### src/rtl/cmd_decoder_pkg.sv
// rtl/cmd_decoder_pkg.sv - shared state encoding, response codes and header layout
package cmd_decoder_pkg;

  typedef enum logic [1:0] {
    ST_IDLE    = 2'd0,
    ST_RX_DATA = 2'd1,
    ST_COMMIT  = 2'd2,
    ST_TX      = 2'd3
  } state_e;

  localparam logic [7:0] RESP_ACK = 8'hA5;
  localparam logic [7:0] RESP_NAK = 8'hEE;

  localparam int HDR_WR_BIT   = 7;
  localparam int HDR_ADDR_LSB = 0;
  localparam int HDR_ADDR_W   = 4;

  function automatic logic [HDR_ADDR_W-1:0] hdr_addr(input logic [7:0] hdr);
    return hdr[HDR_ADDR_LSB +: HDR_ADDR_W];
  endfunction

endpackage

### src/rtl/cmd_decoder_cfg_regfile.sv
// rtl/cmd_decoder_cfg_regfile.sv - configuration register bank with one write port and flat read bus
module cfg_regfile
  import cmd_decoder_pkg::*;
#(
  parameter int NUM_REGS = 8,
  parameter int W        = 32
) (
  input  logic                  clk,
  input  logic                  rst,
  input  logic                  we,
  input  logic [HDR_ADDR_W-1:0] waddr,
  input  logic [W-1:0]          wdata,
  output logic [NUM_REGS*W-1:0] regs
);

  logic [NUM_REGS*W-1:0] regs_d, regs_q;

  // Replace only the addressed slot; every other register holds.
  always_comb begin
    regs_d = regs_q;
    for (int i = 0; i < NUM_REGS; i++) begin
      if (we && (waddr == HDR_ADDR_W'(i))) begin
        regs_d[i*W +: W] = wdata;
      end
    end
  end

  // Register storage, cleared by reset.
  always_ff @(posedge clk or negedge rst) begin
    if (!rst) begin
      regs_q <= '0;
    end else begin
      regs_q <= regs_d;
    end
  end

  assign regs = regs_q;

endmodule

### src/rtl/cmd_decoder.sv
// rtl/cmd_decoder.sv - byte-stream packet parser, response shifter and timeout for config registers
module cmd_decoder
  import cmd_decoder_pkg::*;
#(
  parameter int NUM_REGS   = 8,
  parameter int DATA_BYTES = 4,
  parameter int TIMEOUT    = 1024
) (
  input  logic                             clk,
  input  logic                             rst,
  input  logic                             rx,
  input  logic [7:0]                       data_rx,
  output logic                             tx_req,
  output logic [7:0]                       tx_data,
  input  logic                             tx_ack,
  output logic [NUM_REGS*8*DATA_BYTES-1:0] cfg_regs,
  output logic                             cfg_wr,
  output logic [3:0]                       cfg_addr,
  output logic [7:0]                       err_count
);

  localparam int W  = 8 * DATA_BYTES;
  localparam int CW = $clog2(DATA_BYTES + 1);
  localparam int TW = $clog2(TIMEOUT);

  state_e          state_d, state_q;
  logic [3:0]      addr_d, addr_q;
  logic [CW-1:0]   cnt_d, cnt_q;
  logic [W-1:0]    shift_d, shift_q;
  logic [TW-1:0]   timer_d, timer_q;
  logic [W-1:0]    resp_d, resp_q;
  logic [CW-1:0]   rem_d, rem_q;
  logic            tx_req_d, tx_req_q;
  logic [7:0]      tx_data_d, tx_data_q;
  logic            cfg_wr_d, cfg_wr_q;
  logic [3:0]      cfg_addr_d, cfg_addr_q;
  logic [7:0]      err_d, err_q;
  logic            err_hit;
  logic            rf_we;
  logic [W-1:0]    rd_data;

  function automatic logic addr_ok(input logic [3:0] a);
    return int'(a) < NUM_REGS;
  endfunction

  cfg_regfile #(
    .NUM_REGS (NUM_REGS),
    .W        (W)
  ) u_regfile (
    .clk   (clk),
    .rst   (rst),
    .we    (rf_we),
    .waddr (addr_q),
    .wdata (shift_q),
    .regs  (cfg_regs)
  );

  // Read-port mux addressed straight from the incoming header byte.
  always_comb begin
    rd_data = '0;
    for (int i = 0; i < NUM_REGS; i++) begin
      if (hdr_addr(data_rx) == 4'(i)) begin
        rd_data = cfg_regs[i*W +: W];
      end
    end
  end

  // Next-state logic: packet parsing, commit, response shifting and error counting.
  always_comb begin
    state_d    = state_q;
    addr_d     = addr_q;
    cnt_d      = cnt_q;
    shift_d    = shift_q;
    timer_d    = timer_q;
    resp_d     = resp_q;
    rem_d      = rem_q;
    tx_req_d   = tx_req_q;
    tx_data_d  = tx_data_q;
    cfg_wr_d   = 1'b0;
    cfg_addr_d = cfg_addr_q;
    err_d      = err_q;
    err_hit    = 1'b0;
    rf_we      = 1'b0;
    case (state_q)
      ST_IDLE: begin
        if (rx) begin
          addr_d = hdr_addr(data_rx);
          if (data_rx[HDR_WR_BIT]) begin
            state_d = ST_RX_DATA;
            cnt_d   = '0;
            timer_d = '0;
          end else begin
            state_d  = ST_TX;
            tx_req_d = 1'b1;
            resp_d   = rd_data;
            if (addr_ok(hdr_addr(data_rx))) begin
              tx_data_d = data_rx;
              rem_d     = CW'(DATA_BYTES);
            end else begin
              tx_data_d = RESP_NAK;
              rem_d     = '0;
              err_hit   = 1'b1;
            end
          end
        end
      end
      ST_RX_DATA: begin
        if (rx) begin
          shift_d = W'({shift_q, data_rx});
          cnt_d   = cnt_q + CW'(1);
          timer_d = '0;
          if (cnt_q == CW'(DATA_BYTES - 1)) begin
            state_d = ST_COMMIT;
          end
        end else if (timer_q == TW'(TIMEOUT - 1)) begin
          err_hit = 1'b1;
          state_d = ST_IDLE;
        end else begin
          timer_d = timer_q + TW'(1);
        end
      end
      ST_COMMIT: begin
        err_hit  = rx;
        tx_req_d = 1'b1;
        rem_d    = '0;
        state_d  = ST_TX;
        if (addr_ok(addr_q)) begin
          rf_we      = 1'b1;
          cfg_wr_d   = 1'b1;
          cfg_addr_d = addr_q;
          tx_data_d  = RESP_ACK;
        end else begin
          tx_data_d = RESP_NAK;
          err_hit   = 1'b1;
        end
      end
      ST_TX: begin
        err_hit = rx;
        if (tx_ack) begin
          if (rem_q != '0) begin
            tx_data_d = resp_q[W-1 -: 8];
            resp_d    = resp_q << 8;
            rem_d     = rem_q - CW'(1);
          end else begin
            tx_req_d = 1'b0;
            state_d  = ST_IDLE;
          end
        end
      end
      default: state_d = ST_IDLE;
    endcase
    if (err_hit && (err_q != 8'hFF)) begin
      err_d = err_q + 8'd1;
    end
  end

  // State and registered outputs; reset abandons any packet in flight.
  always_ff @(posedge clk or negedge rst) begin
    if (!rst) begin
      state_q    <= ST_IDLE;
      addr_q     <= '0;
      cnt_q      <= '0;
      shift_q    <= '0;
      timer_q    <= '0;
      resp_q     <= '0;
      rem_q      <= '0;
      tx_req_q   <= 1'b0;
      tx_data_q  <= 8'h00;
      cfg_wr_q   <= 1'b0;
      cfg_addr_q <= '0;
      err_q      <= 8'h00;
    end else begin
      state_q    <= state_d;
      addr_q     <= addr_d;
      cnt_q      <= cnt_d;
      shift_q    <= shift_d;
      timer_q    <= timer_d;
      resp_q     <= resp_d;
      rem_q      <= rem_d;
      tx_req_q   <= tx_req_d;
      tx_data_q  <= tx_data_d;
      cfg_wr_q   <= cfg_wr_d;
      cfg_addr_q <= cfg_addr_d;
      err_q      <= err_d;
    end
  end

  assign tx_req    = tx_req_q;
  assign tx_data   = tx_data_q;
  assign cfg_wr    = cfg_wr_q;
  assign cfg_addr  = cfg_addr_q;
  assign err_count = err_q;

endmodule

### config.mk
export PLATFORM = sky130hd
export DESIGN_NAME = cmd_decoder
export DESIGN_NICKNAME = d
export VERILOG_FILES = /design/src/rtl/cmd_decoder_pkg.sv /design/src/rtl/cmd_decoder_cfg_regfile.sv /design/src/rtl/cmd_decoder.sv
export SDC_FILE = /design/constraint.sdc
export NUM_CORES = 1
export LEC_CHECK = 0
export ABC_CLOCK_PERIOD_IN_PS = 3400
export CORE_UTILIZATION = 60
export DETAILED_ROUTE_END_ITERATION = 16
export DONT_BUFFER_PORTS = 1
export PLACE_DENSITY = 0.84
export SYNTH_ARGS = -nofsm -noshare
export SYNTH_HDL_FRONTEND = slang
export SYNTH_SLANG_ARGS = --single-unit
### constraint.sdc
create_clock -name clk -period 3.4 [get_ports clk]
set_clock_uncertainty 0.2 [all_clocks]
set_input_delay 0.68 -clock clk [delete_from_list [all_inputs] [get_ports clk]]
set_output_delay 0.68 -clock clk [all_outputs]
set_load 0.01 [all_outputs]
# Word level (Yosys, flattened, before mapping)
# Cells that the tools add are included.
# word_totals
out_inout_bits,278
in_bits,12
regBits,364
wordCells,138
# op_classes
eq_ne,30
n_reduce_logical,25
muxes,57
add_sub_neg,4
n_lt_le_gt_ge,2
# ops
operator,n
$mux 32,12
$pmux 32 s2,1
$mux 10,4
$mux 8,5
$eq 4x3->1 const B,8
$mux 3,8
$pmux 8 s3,1
$pmux 10 s2,1
$reduce_and 5->1,4
$eq 4x2->1 const B,4
$mux 2,7
$ne 2x2->1 const B,7
$mux 1,12
$add 10x1->10 const B,1
$eq 10x10->1 const B,1
$logic_and 1x1->1,9
$ne 3x3->1 const B,3
$pmux 3 s3,1
$add 8x1->8 const B,1
$eq 4x1->1 const B,2
$logic_not 4->1,2
$lt 4x4->1 const B,2
$ne 8x8->1 const B,1
$pmux 2 s4,1
other kinds (14),20

# Depth between registers and ports, before layout
# Gate-level depths: netlist (run 1).
# depth
word_depth,12
depth_mapped,9
depth_no_buf,7

# By module
# A second synthesis (run 1) with hierarchy kept.
# unflattened
hier_cells,1348
hier_area_um2,16918.7
# by_module_without_submodules
module,area_per_inst_um2,seq_area_each_um2,n_inst,cells_each
cfg_regfile,9665.5,6406.1,1,552
cmd_decoder,7253.2,2702.6,1,796

# Least setup slack after synthesis (run 1)
# No wires, ideal clock.
# synth_path
kind,in2reg
from,input data_rx[0]
to,register resp_q[31]
n_path_buf,2
setup_ps,104
stages,6
path_slack_ps,1165
t_arrival_ps,1931
cell_sequence,buf_4 buf_6 nor3b_4 a21oi_1 o311a_1 a221oi_1
# synth_via
elab_chain_cells,12
word_cells_on_any_way,19
cone_classes,eq/ne: 7; mux: 11; reduce/logical: 1
# synth_rtl
item,line_no,rtl
"start, declared",cmd_decoder.sv:12,"input logic [7:0] data_rx,"
$logic_not 4->1,cmd_decoder.sv:62,if (hdr_addr(data_rx) == 4'(i)) begin
$mux 32 (7 in series),cmd_decoder.sv:62,
$mux 32 *,cmd_decoder.sv:62,
$mux 32 *,cmd_decoder.sv:88,if (data_rx[HDR_WR_BIT]) begin
$mux 32 *,cmd_decoder.sv:86,if (rx) begin
$pmux 32 s2 *,cmd_decoder.sv:84,case (state_q)
"end signal, assigned",cmd_decoder.sv:178,resp_q <= resp_d;
"end, declared",cmd_decoder.sv:31,"logic [W-1:0] resp_d, resp_q;"
# Mark *: on every way between the ends. The rest lies on a longest branch, timed or not. The select of a mux whose other input is x is not followed.
# A chain may end at the register's enable or synchronous reset.

# Final worst setup path (run 1)
# layout_path
from,register state_q[0]
to,register resp_q[17]
# layout_via
elab_chain_cells,3
word_cells_on_any_way,9
cone_classes,eq/ne: 5; mux: 1; reduce/logical: 3
# layout_rtl
item,line_no,rtl
"start, declared",cmd_decoder.sv:26,"state_e state_d, state_q;"
"start signal, assigned",cmd_decoder.sv:173,state_q <= state_d;
$eq 2x2->1 / $logic_not 2->1 (equally long branches),cmd_decoder.sv:84,
$ne 2x2->1 (no source line) / $reduce_bool 2->1 (equally long branches),--,
$reduce_and 5->1 (no source line),--,
# Several ways; a longest one is shown, not always the timed one.

==> impl_metrics.yaml, run 1 <==
critical_path:
  endpoint_kind: "flip-flop"
  critical_path_class: "reg -> reg"
  cp-start-kind: "flip-flop"
  crit_path_max_fo: 23
  critical_path_at_ns: 3.02
  worst-endpoint-required_ns: 3.62
clock_network:
  cts_num_sinks: 364
  max-clock-path-buffers: 3
  root_buffer: "clkbuf_16"
  h-tree-depth: 2
  cts_tree: "built"
  cts.repair_timing.setup_buffer_count: 0
  cts_buffers: 40
  post_cts.resized_instances: 0
  worst_setup_hold_path_clk_slew_ns: 0.06
  clk_latency_ns: 0.53
sta:
  grt_setup_unrepaired: "no"
  setup_viol: 0
  report.final.slew_viol_count: 0
  transition_time_at_the_pin_with_the_least_slew_margin_ns: 1.05
  max_freq_mhz: 357
  post-route-min-period_ns: 2.80
  timing.hold.ws_ns: -0.350
  timing.final.crit_share_pct: 82.4
  timing.slew.headroom_pct: 30.2
  hold_viol: 364
  timing.final.ws_setup_ns: 0.598
  totalNegativeSetupSlack_ns: 0
synthesis:
  syn_area_per_cell_sq_um: 12.2
  synth_top_family_by_area: "multiplexers"
  asyncSetResetFlopFracSynth_pct: 100
  netlist_instances: 1390
  syn-cell-area_sq_um: 17000
  synth_area_leaders: "dfrtp_1 (54%), mux2_2 (20%), mux2i_1 (3.1%), o21ai_0 (2.6%), mux4_2 (2.1%)"
  post_synth_mux_area_share_pct: 25.3
  synth_sequential_area_ratio_pct: 53.6
  mappedNetlistNets: 1408
  ys.warnings.count: 0
  postSynthRegisterBits: 364
  synth_enable_flop_cells: 0
  post-synth-top-area-fraction_pct: 53.6
  synthSimpleGateAreaFrac_pct: 7.72
  synth_compound_area_share_pct: 8.95
  synth_top_cell_by_area: "dfrtp_1"
  synthFlopType: "dfrtp_1"
  synth_cell_type_count: 68
  yosys.area_share.xor_xnor_pct: 0.413
  post_synth_fa_ha_maj_area_fraction_pct: 0.442
detailed_routing:
  post-route-drc-count: 0
  vias: 11600
  wire_per_inst_um: 27.5
  routed_vias_inst: 6.65
  dr.pass1.iters: 5
  antenna_violating_nets_post_route: 0
  wl_um: 47900
  first_iter_violations: 1094
status:
  outcome: "finished, violations left"
  violated_checks: "hold timing"
finish:
  num-nets-final: 1357
  fillerInstances: 2032
  flow.area_growth_from_synthesis_pct: 8.21
  finalInstanceArea_sq_um: 18400
  antenna_cells_inserted: 0
  final_layout_size_suffix_gt1_share_pct: 30.2
pwr:
  vdd.ir_drop.worst_uv: 590
  power.total_uw: 16200
  power_density_nw_per_um2: 883
  leakage_uw: 0.00858
floorplan:
  die_x_um: 170
  die_h_um: 170
  num_io_pins: 290
  initial_core_util_pct: 61.1
  rows: 61
  floorplan.die_area_sq_um: 29000
  design.core.area_sq_um: 27800
grt:
  vias_in_the_first_global_route: 11900
  antenna_found_initial: 0
  grt_first_pass_wirelength_um: 72500
  overflow: 0
  grtUsageTotal_pct: 33.6
  grt_max_degree: 365
place:
  io_buffer_count: 0
  pre_cts_ws_ns: 0.736
  place_congestion: 0.921
  hpwlAfterDp_um: 30700
  postPlaceCellArea_sq_um: 17100
run:
  max_cap_violations: 0
min_path:
  hold_wc_path_type: "in -> async"
## metrics by stage
step / std cells / utilization, %
detailed placement: 1675 / 61.7
global route: 1743 / 66.1
finish: 1743 / 66.1
global placement: 1675 / 61.7
floorplan: 1390 / -
CTS: 1743 / 66.1
## registers in the layout, indices dropped and copies added, names as in the netlist, 4 cells and up
register        count
addr_q              4
cfg_addr            4
tx_data             8
shift_q            32
u_regfile.regs    256
err_count           8
resp_q             32
timer_q            10
## report_power, final
| part | internal [uW] | leakage, uW | switching, uW |
|---|---|---|---|
| Combinational | 1930 | 0.00316 | 1540 |
| Clock | 2430 | 0.000615 | 1710 |
| Sequential | 5910 | 0.00481 | 2720 |
## path summary, 6_finish.rpt
path | start | endpoint | slack (ns) | depth (start not counted)
worst max-delay path | state_q[0] | resp_q[17] | 0.60 | 6
worst min-delay path | rst | err_count[7] | -0.35 | 0
worst max register to register | state_q[0] | resp_q[17] | 0.60 | 6
worst min register to register | rem_q[1] | rem_q[1] | 0.29 | 2
max in group asynchronous | rst | u_regfile.regs[77] | 2.61 | 0
min in group clk | rx | state_q[1] | 0.08 | 2
## cell families after synthesis
family	after synthesis
simple gates	274
compound gates	241
xor+xnor	8
buf+inv	126
mux	371
fa+ha+maj	6
flops	364
## cell usage in the layout (no fill, tap or decap), types with 14 or more instances in the layout
cell type  instances
a21oi_1           36
a31oi_1           17
buf_4             19
clkbuf_16         41
dfrtp_1          364
mux2_2           298
mux2i_1           52
mux4_2            16
nand2_1           70
nand3_1           14
nor2_1            81
nor2b_1           18
nor3_1            43
o21ai_0           86
o21bai_1          17
o22ai_1           14
## layout make-up
cell class / count / area (sq um) / share of cell area (%)
Clock buffer: 62 / 1200 / 6.56
Multi-Input combinational cell: 900 / 7300 / 39.7
Sequential cell: 364 / 9110 / 49.6
Inverter: 11 / 41.3 / 0.225
Clock inverter: 6 / 41.3 / 0.225
Timing Repair Buffer: 22 / 203 / 1.10
Tap cell: 378 / 473 / 2.57
## routing by layer
metal | track usage, % | up-vias | wire [um]
met1 | 41.2 | 5903 | 17700
met3 | 12.4 | 147 | 5300
li1 | - | 4920 | -
met4 | 15.7 | 0 | 2270
met2 | 53.0 | 624 | 22700
met5 | 0 | - | 0
## cell usage after synthesis, types with 8 or more instances
cell type	number
a211oi_1	9
a21oi_1	36
a22oi_1	8
a31oi_1	17
and3_1	9
buf_1	27
buf_2	48
buf_4	9
clkbuf_1	26
dfrtp_1	364
inv_1	9
mux2_2	298
mux2i_1	52
mux4_2	16
nand2_1	77
nand2b_1	10
nand3_1	14
nor2_1	81
nor2b_1	18
nor3_1	43
o21ai_0	87
o21bai_1	17
o22ai_1	14
o31ai_1	8
## worst max-delay path, cell delays in order, from the launching register on
cell and delay (ns):
dfrtp_1 0.52, buf_4 0.27, or4b_1 0.55, buf_4 0.23, o31ai_4 0.22, o21ai_0 0.31, o31ai_1 0.38
(Power assumes the default switching activity.)
==> run 2: changes to the inputs <==
--- a/config.mk
+++ b/config.mk
@@ -5,7 +5,7 @@
 export SDC_FILE = /design/constraint.sdc
 export NUM_CORES = 1
 export LEC_CHECK = 0
-export ABC_CLOCK_PERIOD_IN_PS = 3400
+export ABC_CLOCK_PERIOD_IN_PS = 2900
 export CORE_UTILIZATION = 60
 export DETAILED_ROUTE_END_ITERATION = 16
 export DONT_BUFFER_PORTS = 1
==> constraint.sdc (replaced) <==
create_clock -name clk -period 2.9 [get_ports clk]
set_clock_uncertainty 0.2 [all_clocks]
set_input_delay 0.58 -clock clk [delete_from_list [all_inputs] [get_ports clk]]
set_output_delay 0.58 -clock clk [all_outputs]
set_load 0.01 [all_outputs]
==> run 2 against run 1 <==
Global-route usage rose by 0.086 points; routed wire length rose by 0.67%; the run still ends with hold timing left; largest power group unchanged; worst setup slack got worse by 0.30 ns; count of clock-buffer cells in the layout did not move; core utilization rose by 0.49 points.
==> impl_metrics.yaml, run 2 (synthesized netlist as in run 1, its figures left out) <==
status:
  outcome: "finished, violations left"
  violated_checks: "hold timing"
floorplan:
  initial_core_util_pct: 61.1
  rows: 61
  floorplan.die_area_sq_um: 29000
  num_io_pins: 290
  design.core.area_sq_um: 27800
  die_x_um: 170
  die_h_um: 170
place:
  io_buffer_count: 0
  place_congestion: 0.914
  hpwlAfterDp_um: 30500
finish:
  final_layout_size_suffix_gt1_share_pct: 30.4
  antenna_cells_inserted: 0
  flow.area_growth_from_synthesis_pct: 9.01
  num-nets-final: 1362
  layout_commonest_cell: "dfrtp_1"
  largest_register_ffs: 256
  final_core_util_pct: 66.6
  layout_common_cells: "dfrtp_1 (364), mux2_2 (298), o21ai_0 (86), nor2_1 (81), nand2_1 (70)"
pwr:
  internal-power_uw: 12200
  power_density_nw_per_um2: 1030
  clock_power_share_pct: 25.6
  pwr-share-seq_pct: 53.0
  vdd.ir_drop.worst_uv: 664
  netSwitchingFraction_pct: 36.4
  switching_power_uw: 6950
  power_frac_comb_pct: 21.4
  leakage_uw: 0.00865
detailed_routing:
  route.met2.wl_um: 23000
  dr.pass1.iters: 6
  wl_um: 48300
  routed_vias_inst: 6.72
  vias: 11700
  wl_met1_um: 18400
  wl_met3_um: 5020
  post-route-drc-count: 0
  highest_routed_metal_layer: "met4"
  antenna_violating_nets_post_route: 0
  first_iter_violations: 1174
  wire_per_inst_um: 27.7
critical_path:
  endpoint_kind: "flip-flop"
  reg2reg_to: "resp_q[7]"
  endpoint: "resp_q[7]"
  cp-start-kind: "flip-flop"
  launching_element_of_the_worst_setup_path: "state_q[0]"
  crit_path_max_fo: 26
  cells_on_worst_reg2reg_path: 6
  r2r_start: "state_q[0]"
  r2r_setup_slack_ns: 0.29
  worst-endpoint-required_ns: 3.11
  critical_path_class: "reg -> reg"
  critical_path_at_ns: 2.82
clock_network:
  root_buffer: "clkbuf_16"
  cts_tree: "built"
  post_cts.resized_instances: 0
  h-tree-depth: 2
  cts_num_sinks: 364
  hold_buffers: 3
  worst_setup_hold_path_clk_slew_ns: 0.06
  cts_buffers: 39
  clk_latency_ns: 0.53
  cts.repair_timing.setup_buffer_count: 0
  max-clock-path-buffers: 3
min_path:
  hold_wc_path_type: "in -> async"
run:
  max_cap_violations: 0
sta:
  totalNegativeSetupSlack_ns: 0
  max_freq_mhz: 384
  post-route-min-period_ns: 2.61
  timing.final.crit_share_pct: 89.8
  timing.slew.headroom_pct: 10.3
  timing.hold.ws_ns: -0.447
  transition_time_at_the_pin_with_the_least_slew_margin_ns: 1.35
  setup_viol: 0
  grt_setup_unrepaired: "no"
  hold_viol: 364
  report.final.slew_viol_count: 0
grt:
  overflow: 0
  vias_in_the_first_global_route: 11800
  grt_first_pass_wirelength_um: 72700
  antenna_found_initial: 0
  grt_max_degree: 365
  grtUsageTotal_pct: 33.7
## run 2: changes by cell type in the layout (fill, tap and decap cells not counted), moves of 3 or more
cell           previous run  this run
buf_12                    3         8
clkbuf_1                 11         6
clkbuf_8                 10        15
dlygate4sd3_1             0         3
inv_6                     3         0
## run 2: per-stage QoR
step	std cells	cell area [sq um]	hold WS (ns)	power (uW)	setup WS (ns)
after floorplan	1390	17000	0.0844	12500	0.765
after global placement	1678	17200	0.0953	13800	0.426
after detailed placement	1678	17200	0.0984	14200	0.353
after CTS	1745	18500	-0.453	19100	0.326
after global routing	1745	18500	-0.463	19900	0.0423
final	1745	18500	-0.447	19100	0.295
## run 2: power by group through the flow
stage / clock network, uW / logic [uW] / registers [uW]
2_1_floorplan: 0 / 3710 / 8760
3_3_place_gp: 0 / 3830 / 10000
3_5_place_dp: 0 / 4020 / 10100
4_1_cts: 4930 / 4070 / 10100
5_1_grt: 5130 / 4450 / 10400
6_report: 4890 / 4080 / 10100
## run 2: layer usage
layer  vias to the layer above  track usage, %
met1                      6056            43.2
met2                       608            52.7
li1                       4934               -
met4                         0            15.4
met3                       123            10.4
met5                         -               0
## run 2: how the worst min path moves through the flow
stage / endpoint / slack [ns] / cells past startpoint
floorplan: addr_q[0] / 0.08 / 0
global placement: cfg_addr[3] / 0.1 / 0
detailed placement: err_count[1] / 0.1 / 0
CTS: addr_q[3] / -0.45 / 0
global route: err_count[0] / -0.46 / 0
finish: err_count[1] / -0.45 / 0
## run 2: critical path, stage by stage (launching register included)
cell and delay [ns]:
dfrtp_1 0.72, buf_4 0.28, and2_1 0.16, nand3_1 0.11, and2_1 0.51, a221oi_1 0.42
nand2_1 0.08
## run 2: area by class of cell
cell class	count	area, sq um
fill	2035	9270
tap	378	473
sequential	364	9110
clock inverter	2	12.5
inverter	11	41.3
clock buffer	62	1250
multi-input combinational	900	7300
timing repair buffer	28	318
==> run 3: changes to the inputs <==
--- a/config.mk
+++ b/config.mk
@@ -6,6 +6,7 @@
 export NUM_CORES = 1
 export LEC_CHECK = 0
 export ABC_CLOCK_PERIOD_IN_PS = 2900
+export CORE_MARGIN = 4
 export CORE_UTILIZATION = 60
 export DETAILED_ROUTE_END_ITERATION = 16
 export DONT_BUFFER_PORTS = 1
==> run 3 against run 2 <==
The flow still finishes with violations (hold timing); count of clock-buffer cells in the layout is 4 lower; routed wire length is 2.6% higher; maximum frequency is 3.2% lower; first-iteration DRC count is 1.1% lower; sequential power hardly changed; total power is 0.45% higher; non-clock buffer count is 2 higher; core utilization is 0.13 points lower; global-route usage is 2.4 points lower; critical path depth is 1 lower; worst hold slack better by 0.0062 ns; design area hardly changed; largest cell class unchanged.
==> impl_metrics.yaml, run 3 (synthesized netlist as in run 1, its figures left out) <==
status:
  outcome: "finished, violations left"
  violated_checks: "hold timing"
grt:
  antenna_found_initial: 1
  vias_in_the_first_global_route: 12100
  overflow: 0
  grtUsageTotal_pct: 31.3
  grt_first_pass_wirelength_um: 74700
  grt_max_degree: 365
sta:
  hold_viol: 364
  timing.hold.ws_ns: -0.441
  report.final.slew_viol_count: 0
  timing.final.crit_share_pct: 92.8
  setup_viol: 0
  timing.slew.headroom_pct: 20.4
  post-route-min-period_ns: 2.69
  transition_time_at_the_pin_with_the_least_slew_margin_ns: 1.19
  grt_setup_unrepaired: "no"
  totalNegativeSetupSlack_ns: 0
  max_freq_mhz: 371
  timing.final.ws_setup_ns: 0.207
detailed_routing:
  post-route-drc-count: 0
  dr.pass1.iters: 6
  routed_vias_inst: 6.69
  antenna_violating_nets_post_route: 0
  wl_um: 49500
  vias: 11700
  first_iter_violations: 1161
  wire_per_inst_um: 28.3
finish:
  finalNonFillerCells: 1747
  layout_commonest_cell: "dfrtp_1"
  final_core_util_pct: 66.5
  final_layout_size_suffix_gt1_share_pct: 30.2
  flow.area_growth_from_synthesis_pct: 9.09
  num-nets-final: 1364
  largest_register_ffs: 256
  antenna_cells_inserted: 0
  finalInstanceArea_sq_um: 18500
  layout_common_cells: "dfrtp_1 (364), mux2_2 (298), o21ai_0 (86), nor2_1 (81), nand2_1 (70)"
floorplan:
  rows: 61
  floorplan.die_area_sq_um: 31100
  die_x_um: 176
  die_h_um: 176
  num_io_pins: 290
  design.core.area_sq_um: 27900
  initial_core_util_pct: 61.0
place:
  pre_cts_ws_ns: 0.276
  postPlaceCellArea_sq_um: 17200
  hpwlAfterDp_um: 31200
  io_buffer_count: 0
  place_congestion: 0.903
  placed_cells: 1679
critical_path:
  cp-start-kind: "flip-flop"
  worst-endpoint-required_ns: 3.11
  critPathMaxStageDelay_ns: 0.74
  critical_path.slowest_cell: "o31ai_4"
  critical_path_at_ns: 2.91
  worstPathCellList: "buf_4 > nand2_1 > o31ai_4 > o21ai_0 > o31ai_1"
  endpoint_kind: "flip-flop"
  crit_path_max_fo: 23
  critical_path_class: "reg -> reg"
clock_network:
  clk_latency_ns: 0.53
  worst_setup_hold_path_clk_slew_ns: 0.06
  cts.repair_timing.setup_buffer_count: 0
  cts_tree: "built"
  cts_buffers: 39
  root_buffer: "clkbuf_16"
  max-clock-path-buffers: 3
  h-tree-depth: 2
  cts_num_sinks: 364
pwr:
  power_density_nw_per_um2: 1040
  vdd.ir_drop.worst_uv: 641
  leakage_uw: 0.00865
run:
  max_cap_violations: 0
min_path:
  hold_wc_path_type: "in -> async"
[run 3: metal layers]
layer / vias to the layer above / wire (um) / global-route usage, %
met1: 5994 / 17800 / 38.6
met3: 140 / 5700 / 11.4
met5: - / 13 / 0
met4: 2 / 2250 / 12.8
li1: 4937 / - / -
met2: 620 / 23800 / 50.6
[run 3: final timing paths]
check                           cells past startpoint                  end  slack (ns)        from
max in group asynchronous                           0  u_regfile.regs[151]        1.97         rst
worst max register to register                      5           resp_q[13]        0.21  state_q[0]
worst min-delay path                                0         err_count[1]       -0.44         rst
worst min register to register                      2             cnt_q[2]        0.29    cnt_q[2]
min in group clk                                    1           shift_q[7]        0.02  data_rx[7]
worst max-delay path                                5           resp_q[13]        0.21  state_q[0]
[run 3: area by class of cell]
type	instances	area, sq um
Multi-Input combinational cell	900	7300
Fill cell	1937	9330
Sequential cell	364	9110
Inverter	11	41.3
Timing Repair Buffer	30	348
Clock inverter	6	80.1
Tap cell	378	473
Clock buffer	58	1170
[run 3: per-stage QoR]
stage	total power, uW	hold WS (ns)
after floorplan	12500	0.0844
after global placement	13900	0.0999
after detailed placement	14200	0.0984
after CTS	19200	-0.457
after global routing	20100	-0.462
final	19200	-0.441
[run 3: what timing repair did]
item,in CTS,in global routing
hold buffers,3,1
setup endpoints to repair,0,1
gates resized for setup,0,1
endpoints found under the hold margin,367,365
[run 3: where the power goes]
part / switching (uW) / total [uW] / internal, uW
combinational: 1820 / 4120 / 2300
sequential: 3250 / 10200 / 6930
clock: 1960 / 4900 / 2950
[run 3: worst max-delay path, delay by kind of cell (launching register included)]
family | cells | cell delay [ns]
flops | 1 | 0.61
buf+inv | 1 | 0.29
simple gates | 1 | 0.13
compound gates | 3 | 1.35
